--- config.mk ---
export PLATFORM = sky130hd
export DESIGN_NAME = fetch_ctrl
export DESIGN_NICKNAME = d
export VERILOG_FILES = /design/src/rtl/fetch_ctrl.sv
export SDC_FILE = /design/constraint.sdc
export NUM_CORES = 1
export LEC_CHECK = 0
export BUFFER_PORTS_ARGS = -buffer_cell sky130_fd_sc_hd__buf_2
export CAP_MARGIN = 20
export CORE_ASPECT_RATIO = 1.1
export CORE_UTILIZATION = 43
export DETAILED_ROUTE_END_ITERATION = 10
export GPL_ROUTABILITY_DRIVEN = 0
export HOLD_SLACK_MARGIN = 0.15
export PLACE_DENSITY = 0.76
export SLEW_MARGIN = 20
export SYNTH_ARGS = -nofsm -noshare
export SYNTH_HDL_FRONTEND = slang
export SYNTH_SLANG_ARGS = --single-unit
--- constraint.sdc ---
create_clock -name clk -period 1.8 [get_ports clk]
set_input_delay 0.18 -clock clk [delete_from_list [all_inputs] [get_ports clk]]
set_output_delay 0.18 -clock clk [all_outputs]
set_load 0.02 [all_outputs]
--- src/rtl/fetch_ctrl.sv ---
// fetch_ctrl: multi-cycle instruction-fetch sequencer owning the MIPS program counter.
// Each instruction: request the word from instruction memory, latch it, give the
// datapath one commit cycle, then load the next PC or stop in HALT/ERR.
module fetch_ctrl #(
  parameter logic [31:0] RESET_PC = 32'h0000_0000,
  parameter int          TIMEOUT  = 16
) (
  input  logic        clk,
  input  logic        rstn,
  input  logic        start,
  output logic        im_req,
  output logic [31:0] im_addr,
  input  logic        im_ack,
  input  logic [31:0] im_rdata,
  output logic [31:0] instr,
  output logic [31:0] pc,
  input  logic [31:0] npc,
  input  logic        stall,
  input  logic        halt_req,
  output logic        commit,
  output logic [31:0] retired,
  output logic        halted,
  output logic        bus_err,
  output logic        align_err
);

  typedef enum logic [2:0] {
    S_IDLE  = 3'd0,
    S_FETCH = 3'd1,
    S_WAIT  = 3'd2,
    S_EXEC  = 3'd3,
    S_HALT  = 3'd4,
    S_ERR   = 3'd5
  } state_t;

  // The FETCH cycle counts as request cycle 1, so the last WAIT cycle that may
  // still accept an ack is the one where the counter reads TIMEOUT-1.
  localparam logic [7:0] LAST_WAIT = 8'(TIMEOUT - 1);

  state_t      state_reg;
  logic [7:0]  wait_cnt_reg;
  logic [31:0] pc_reg;
  logic [31:0] instr_reg;
  logic [31:0] retired_reg;
  logic        im_req_reg;
  logic        halted_reg;
  logic        bus_err_reg;
  logic        align_err_reg;

  // Decisions taken in EXEC; shared by the combinational commit and the FSM.
  logic exec_go;
  logic misaligned;
  logic commit_next;

  // Commit is the only combinational output: EXEC, not stalled, and either a
  // halt (which retires regardless of npc) or a word-aligned next PC.
  always_comb begin
    exec_go     = (state_reg == S_EXEC) && !stall;
    misaligned  = (npc[1:0] != 2'b00);
    commit_next = exec_go && (halt_req || !misaligned);
  end

  // Sequencer: state, PC, latched instruction, retire counter and sticky flags.
  always_ff @(posedge clk) begin
    if (!rstn) begin
      state_reg     <= S_IDLE;
      wait_cnt_reg  <= 8'd0;
      pc_reg        <= RESET_PC;
      instr_reg     <= 32'd0;
      retired_reg   <= 32'd0;
      im_req_reg    <= 1'b0;
      halted_reg    <= 1'b0;
      bus_err_reg   <= 1'b0;
      align_err_reg <= 1'b0;
    end else begin
      case (state_reg)
        S_IDLE: begin
          if (start) begin
            state_reg  <= S_FETCH;
            im_req_reg <= 1'b1;
          end
        end

        S_FETCH: begin
          wait_cnt_reg <= 8'd1;
          if (im_ack) begin
            instr_reg  <= im_rdata;
            state_reg  <= S_EXEC;
            im_req_reg <= 1'b0;
          end else begin
            state_reg <= S_WAIT;
          end
        end

        S_WAIT: begin
          // An ack in the final allowed cycle still wins over the timeout.
          if (im_ack) begin
            instr_reg  <= im_rdata;
            state_reg  <= S_EXEC;
            im_req_reg <= 1'b0;
          end else if (wait_cnt_reg == LAST_WAIT) begin
            bus_err_reg <= 1'b1;
            state_reg   <= S_ERR;
            im_req_reg  <= 1'b0;
          end else begin
            wait_cnt_reg <= wait_cnt_reg + 8'd1;
          end
        end

        S_EXEC: begin
          // A stall holds everything; otherwise halt beats the alignment check.
          if (exec_go) begin
            if (halt_req) begin
              retired_reg <= retired_reg + 32'd1;
              halted_reg  <= 1'b1;
              state_reg   <= S_HALT;
            end else if (misaligned) begin
              // The instruction is aborted: pc and retired stay put.
              align_err_reg <= 1'b1;
              state_reg     <= S_ERR;
            end else begin
              pc_reg      <= npc;
              retired_reg <= retired_reg + 32'd1;
              state_reg   <= S_FETCH;
              im_req_reg  <= 1'b1;
            end
          end
        end

        S_HALT, S_ERR: begin
          // Terminal: only reset leaves these states.
          im_req_reg <= 1'b0;
        end

        default: begin
          state_reg  <= S_IDLE;
          im_req_reg <= 1'b0;
        end
      endcase
    end
  end

  assign im_req    = im_req_reg;
  assign im_addr   = pc_reg;
  assign pc        = pc_reg;
  assign instr     = instr_reg;
  assign retired   = retired_reg;
  assign halted    = halted_reg;
  assign bus_err   = bus_err_reg;
  assign align_err = align_err_reg;
  assign commit    = commit_next;

endmodule

==> impl_metrics.toml, run 1 <==
[status]
outcome = "finished, violations left"
violations = "setup timing"

[clock_tree]
clock_latency_ns = 0.34
cts-buffers-inserted = 9
cts_root_buf = "clkbuf_16"
clock_path_buffers = 2
htreeDepth = 3
clock_sinks = 111
path_clk_slew_ns = 0.07
cts_tree = "yes"

[place]
portBuffers = 202
pre_cts_ws_ns = -0.1527
dpl.hpwl_um = 8952

[synthesis]
synth-edff-count = 0
synth.area.top_cells = "dfxtp_1 46%, nand2_1 12%, a21oi_1 8.5%"
async_reset_ff_share_pct = 0
syn_inst = 593
synth_top_area_share_pct = 45.73
synth_ff_type = "dfxtp_1"
yosys.area.top_type = "dfxtp_1"
syn_area_per_cell_um2 = 8.195
ys_warn_count = 0
synth_seq_cells = 111
yosysUniqueCellTypes = 51
netlist_area_um2 = 4860
yosysSeqAreaShare_pct = 45.73
syn_nets = 665

[sta]
setup_viol = 1
drv_slew = 0
period_needed_ns = 1.870
rsz0062_at_grt = "true"
maxSlewHeadroom_pct = 67.37
max_freq_mhz = 534.8
finalHoldViolCount = 0
layout_worst_path_cycle_share_pct = 103.9
fin_worst_skew_ns = 0.008644
tightest_slew_ns = 0.4833
layout_setup_ws_ns = -0.06989

[final_layout]
final.fill_count = 821
drive_gt1_share_pct = 36.87
area.growth.synth_to_final_pct = 49.00
mostFrequentLayoutCells = "202 x buf_2, 151 x nand2_1, 90 x dfxtp_1, 80 x a21oi_1, 62 x dlygate4sd3_1"
final_common_cell = "buf_2"
fin_nets = 916

[global_route]
antenna_found_initial = 0
grt_busiest_layer = "met2"
grtUsageMet1_pct = 27.60
grt_max_degree = 34
grt-ovfl-total = 0
use_met2_pct = 43.22
grt_pass1_vias = 4962
track_usage_pct = 24.27
grt_pass1_wl_um = 22570
use_met3_pct = 4.841

[critical_path]
critPathSlowestCell = "or4_4"
r2r_setup_slack_ns = -0.07
crit_buf_inv = 0
cp_top_family = "simple AND/OR/NAND/NOR gates"
crit_chain = "nand4_1 -> or4_4 -> or4_1 -> a21oi_1"
cp_slowest_stage_delay_ns = 0.60
cp-end-kind = "flop"
required_ns = 2.07
crit_type = "flop to flop"
path_max_fanout = 4
arrival_ns = 2.13
critPathLaunchType = "flop"

[routing]
first_pass_iters = 6
viasPerCell = 5.253
vias = 5237
antenna_left = 0
drt_iter0_markers = 306
post_drt_wl_per_cell_um = 14.69
route.detailed.drc = 0
wl_um = 14640

[floorplanning]
start_util_pct = 44.34
rows = 40
core_um2 = 10960
die-area_um2 = 11730
ios = 203
die_w_um = 103.4
die_y_um = 113.5

[power]
total_leakage_power_nw = 3.185
power_density_nw_per_um2 = 764.6
total_power_w = 0.005536
ir_drop_mv = 0.4831

[job]
maxCapViolations = 0

[min_path]
min_path_type = "input pin to flop"
tightest hold or removal path, delay by kind of cell:
kind / cells / cell delay (ns)
buf+inv: 1 / 0.13
compound gates: 1 / 0.07
simple gates: 1 / 0.08
cells in the mapped netlist, drive strengths merged (8+ instances only):
cell / count
a21oi: 83
buf: 40
clkbuf: 32
dfxtp: 111
nand2: 151
nand2b: 10
nand3: 16
nand4: 11
nor2: 15
o21ai: 10
o31ai: 8
or3: 8
or4: 11
cells by family (layout without fill, tap and decap cells):
family / Yosys count / after routing / synth area share [%]
xor+xnor: 8 / 8 / 1.442
compound gates: 136 / 136 / 17.10
mux: 8 / 8 / 1.674
buf+inv: 79 / 334 / 9.166
other cells: 0 / 1 / 0
fa+ha+maj: 2 / 2 / 0.5149
flops: 111 / 111 / 45.73
simple gates: 249 / 250 / 24.38
power breakdown:
group	switching [W]	leakage (nW)	internal (W)	total (W)
logic	0.000480	2.12	0.000388	0.000868
registers	0.0000574	0.911	0.00253	0.00259
clock network	0.000873	0.152	0.00121	0.00208
final cells by class:
type | count | area (um^2) | share of cell area [%]
Inverter | 7 | 26.28 | 0.3629
Sequential cell | 111 | 2276 | 31.43
Antenna cell | 1 | 2.502 | 0.03456
Clock inverter | 3 | 46.29 | 0.6394
Tap cell | 147 | 183.9 | 2.540
Multi-Input combinational cell | 404 | 2336 | 32.26
Timing Repair Buffer | 311 | 2098 | 28.98
Clock buffer | 13 | 271.5 | 3.750
repair_timing:
action | in CTS | in global routing
endpoints found under the hold margin | 62 | 0
setup endpoints to repair | 13 | 27
cloned | 1 | 2
hold buffers | 62 | 0
pin swaps | 3 | 14
buffers inserted | 1 | 3
gates resized for setup | 14 | 27
stage by stage:
| step | instances | hold slack (ns) | TNS [ns] | area [um^2] | util, % |
|---|---|---|---|---|---|
| final | 997 | 0.1486 | -0.06989 | 7241 | 66.06 |
| after global routing | 996 | 0.1880 | -0.2609 | 7238 | 66.04 |
| after CTS | 991 | 0.1503 | -0.01027 | 7086 | 64.65 |
| after detailed placement | 911 | 0.4258 | -0.5604 | 6041 | 55.11 |
| after global placement | 911 | 0.4196 | -0.08600 | 6041 | 55.11 |
| after floorplan | 593 | 0.3160 | 0 | 4906 | - |
path summary, 6_finish.rpt:
kind                            startpoint          end  cells after the start
worst min register to register   instr[21]    instr[21]                      2
worst min-delay path              halt_req       halted                      3
worst max register to register  retired[8]  retired[26]                      4
worst max-delay path            retired[8]  retired[26]                      4
layer usage:
metal	wire length [um]	share of wire, %	vias up
li1	-	-	2525
met1	5688	39	2423
met2	7564	52	240
met3	845	5.8	49
met4	544	3.7	0
met5	0	0	-
Power figures use the tool's default switching activity.
==> run 2: changes to the inputs <==
--- a/config.mk
+++ b/config.mk
@@ -9,4 +9,6 @@
 export CAP_MARGIN = 20
+export CELL_PAD_IN_SITES_DETAIL_PLACEMENT = 0
+export CELL_PAD_IN_SITES_GLOBAL_PLACEMENT = 2
 export CORE_ASPECT_RATIO = 1.1
-export CORE_UTILIZATION = 43
+export CORE_UTILIZATION = 24
 export DETAILED_ROUTE_END_ITERATION = 10
@@ -14,3 +16,3 @@
 export HOLD_SLACK_MARGIN = 0.15
-export PLACE_DENSITY = 0.76
+export PLACE_DENSITY_LB_ADDON = 0.1
 export SLEW_MARGIN = 20
==> constraint.sdc (replaced) <==
create_clock -name clk -period 1.8 [get_ports clk]
set_input_delay 0 -clock clk [delete_from_list [all_inputs] [get_ports clk]]
set_output_delay 0 -clock clk [all_outputs]
set_load 0.02 [all_outputs]
==> impl_metrics.toml, run 2 (synthesis results as in run 1) <==
[global_route]
grt_pass1_vias = 4842
grt_max_degree = 58
grt_pass1_wl_um = 23970
track_usage_pct = 14.85
antenna_found_initial = 0
grt-ovfl-total = 0

[final_layout]
final_util_pct = 36.99
mostFrequentLayoutCells = "202 x buf_2, 151 x nand2_1, 93 x dfxtp_1, 81 x a21oi_1, 67 x dlygate4sd3_1"
drive_gt1_share_pct = 36.36
fin_nets = 925
final_common_cell = "buf_2"
postLayoutCellArea_um2 = 7348
num_antenna_cells = 0
area.growth.synth_to_final_pct = 51.21
instances_no_fill = 1110

[clock_tree]
clock_latency_ns = 0.36
htreeDepth = 3
clock_sinks = 111
cts_root_buf = "clkbuf_16"
clock_path_buffers = 2
path_clk_slew_ns = 0.08
cts_tree = "yes"
cts-buffers-inserted = 9

[sta]
finalHoldViolCount = 0
layout_setup_ws_ns = 0.03018
period_needed_ns = 1.770
tightest_slew_ns = 0.5068
setup_viol = 0
maxSlewHeadroom_pct = 65.96
max_freq_mhz = 565.0
drv_slew = 0
tns_ns = 0
layout_worst_path_cycle_share_pct = 98.32
fin_worst_skew_ns = 0.009222
rsz0062_at_grt = "true"

[routing]
route.detailed.drc = 0
drt_iter0_markers = 214
viasPerCell = 4.646
wl_um = 15660
vias = 5157
antenna_left = 0
post_drt_wl_per_cell_um = 14.10
first_pass_iters = 4

[critical_path]
path_max_fanout = 19
cp-end-kind = "flop"
critPathSlowestCell = "or4_4"
arrival_ns = 2.00
crit_buf_inv = 1
cp_slowest_stage_delay_ns = 0.56
required_ns = 2.03
critPathLaunchType = "flop"
cp_top_family = "simple AND/OR/NAND/NOR gates"
crit_type = "flop to flop"
crit_chain = "nand4_1 -> or4_4 -> buf_12 -> o311ai_0 -> o41ai_1"

[place]
portBuffers = 202
pre_cts_ws_ns = -0.09198
placed_cells = 1020
place_area_um2 = 6215
dpl.hpwl_um = 10560

[floorplanning]
core_um2 = 19860
ios = 203
die_w_um = 137.7
start_util_pct = 24.46
die-area_um2 = 20820
rows = 54
die_y_um = 151.2

[power]
ir_drop_mv = 0.4239
power_density_nw_per_um2 = 739.0
total_leakage_power_nw = 3.175

[status]
outcome = "finished, final reports clean"

[job]
maxCapViolations = 0

[min_path]
min_path_type = "input pin to flop"
[run 2: per-stage QoR]
step / power [W] / hold WS [ns]
CTS: 0.005520 / 0.1956
global placement: 0.003384 / 0.2408
global route: 0.005728 / 0.2646
detailed placement: 0.003390 / 0.2460
finish: 0.005430 / 0.2336
floorplan: 0.003078 / 0.1360
[run 2: layout make-up]
type	instances	area (um^2)
clock buffer	10	229.0
clock inverter	6	50.05
fill	2106	12520
inverter	7	26.28
multi-input combinational	405	2310
sequential	111	2270
tap	252	315.3
timing repair buffer	319	2148
[run 2: report_power, final]
part	internal (W)	switching, W
combinational	0.000394	0.000474
sequential	0.00253	0.0000529
clock	0.000965	0.00102
total	0.00389	0.00154
[run 2: repair_timing]
item / 4_1_cts / 5_1_grt
endpoints found under the hold margin: 73 / 0
pin swaps: 1 / 7
hold buffers: 67 / 0
setup buffers: 0 / 5
resized for setup: 9 / 21
gates cloned: 2 / 0
endpoints found under the setup margin: 16 / 34
[run 2: path summary, 6_finish.rpt]
path | startpoint | slack (ns) | endpoint | cells past startpoint
worst max-delay path | retired[7] | 0.03 | retired[25] | 5
worst min-delay path | stall | 0.23 | state_reg[1] | 5
worst max register to register | retired[7] | 0.03 | retired[25] | 5
worst min register to register | instr[22] | 0.45 | instr[22] | 2
[run 2: metal layers]
layer  vias up  track usage, %  part of all wire (%)
met5         -               0                     0
met4         0           5.165                   1.6
met3        15           3.514                   5.3
met2       154           25.88                    49
met1      2420           17.61                    44
li1       2568               -                     -
[run 2: worst min-delay path: stages]
cell,delay [ns]
buf_2,0.12
nand3_1,0.08
a21oi_1,0.11
o21ai_0,0.17
a21oi_1,0.07
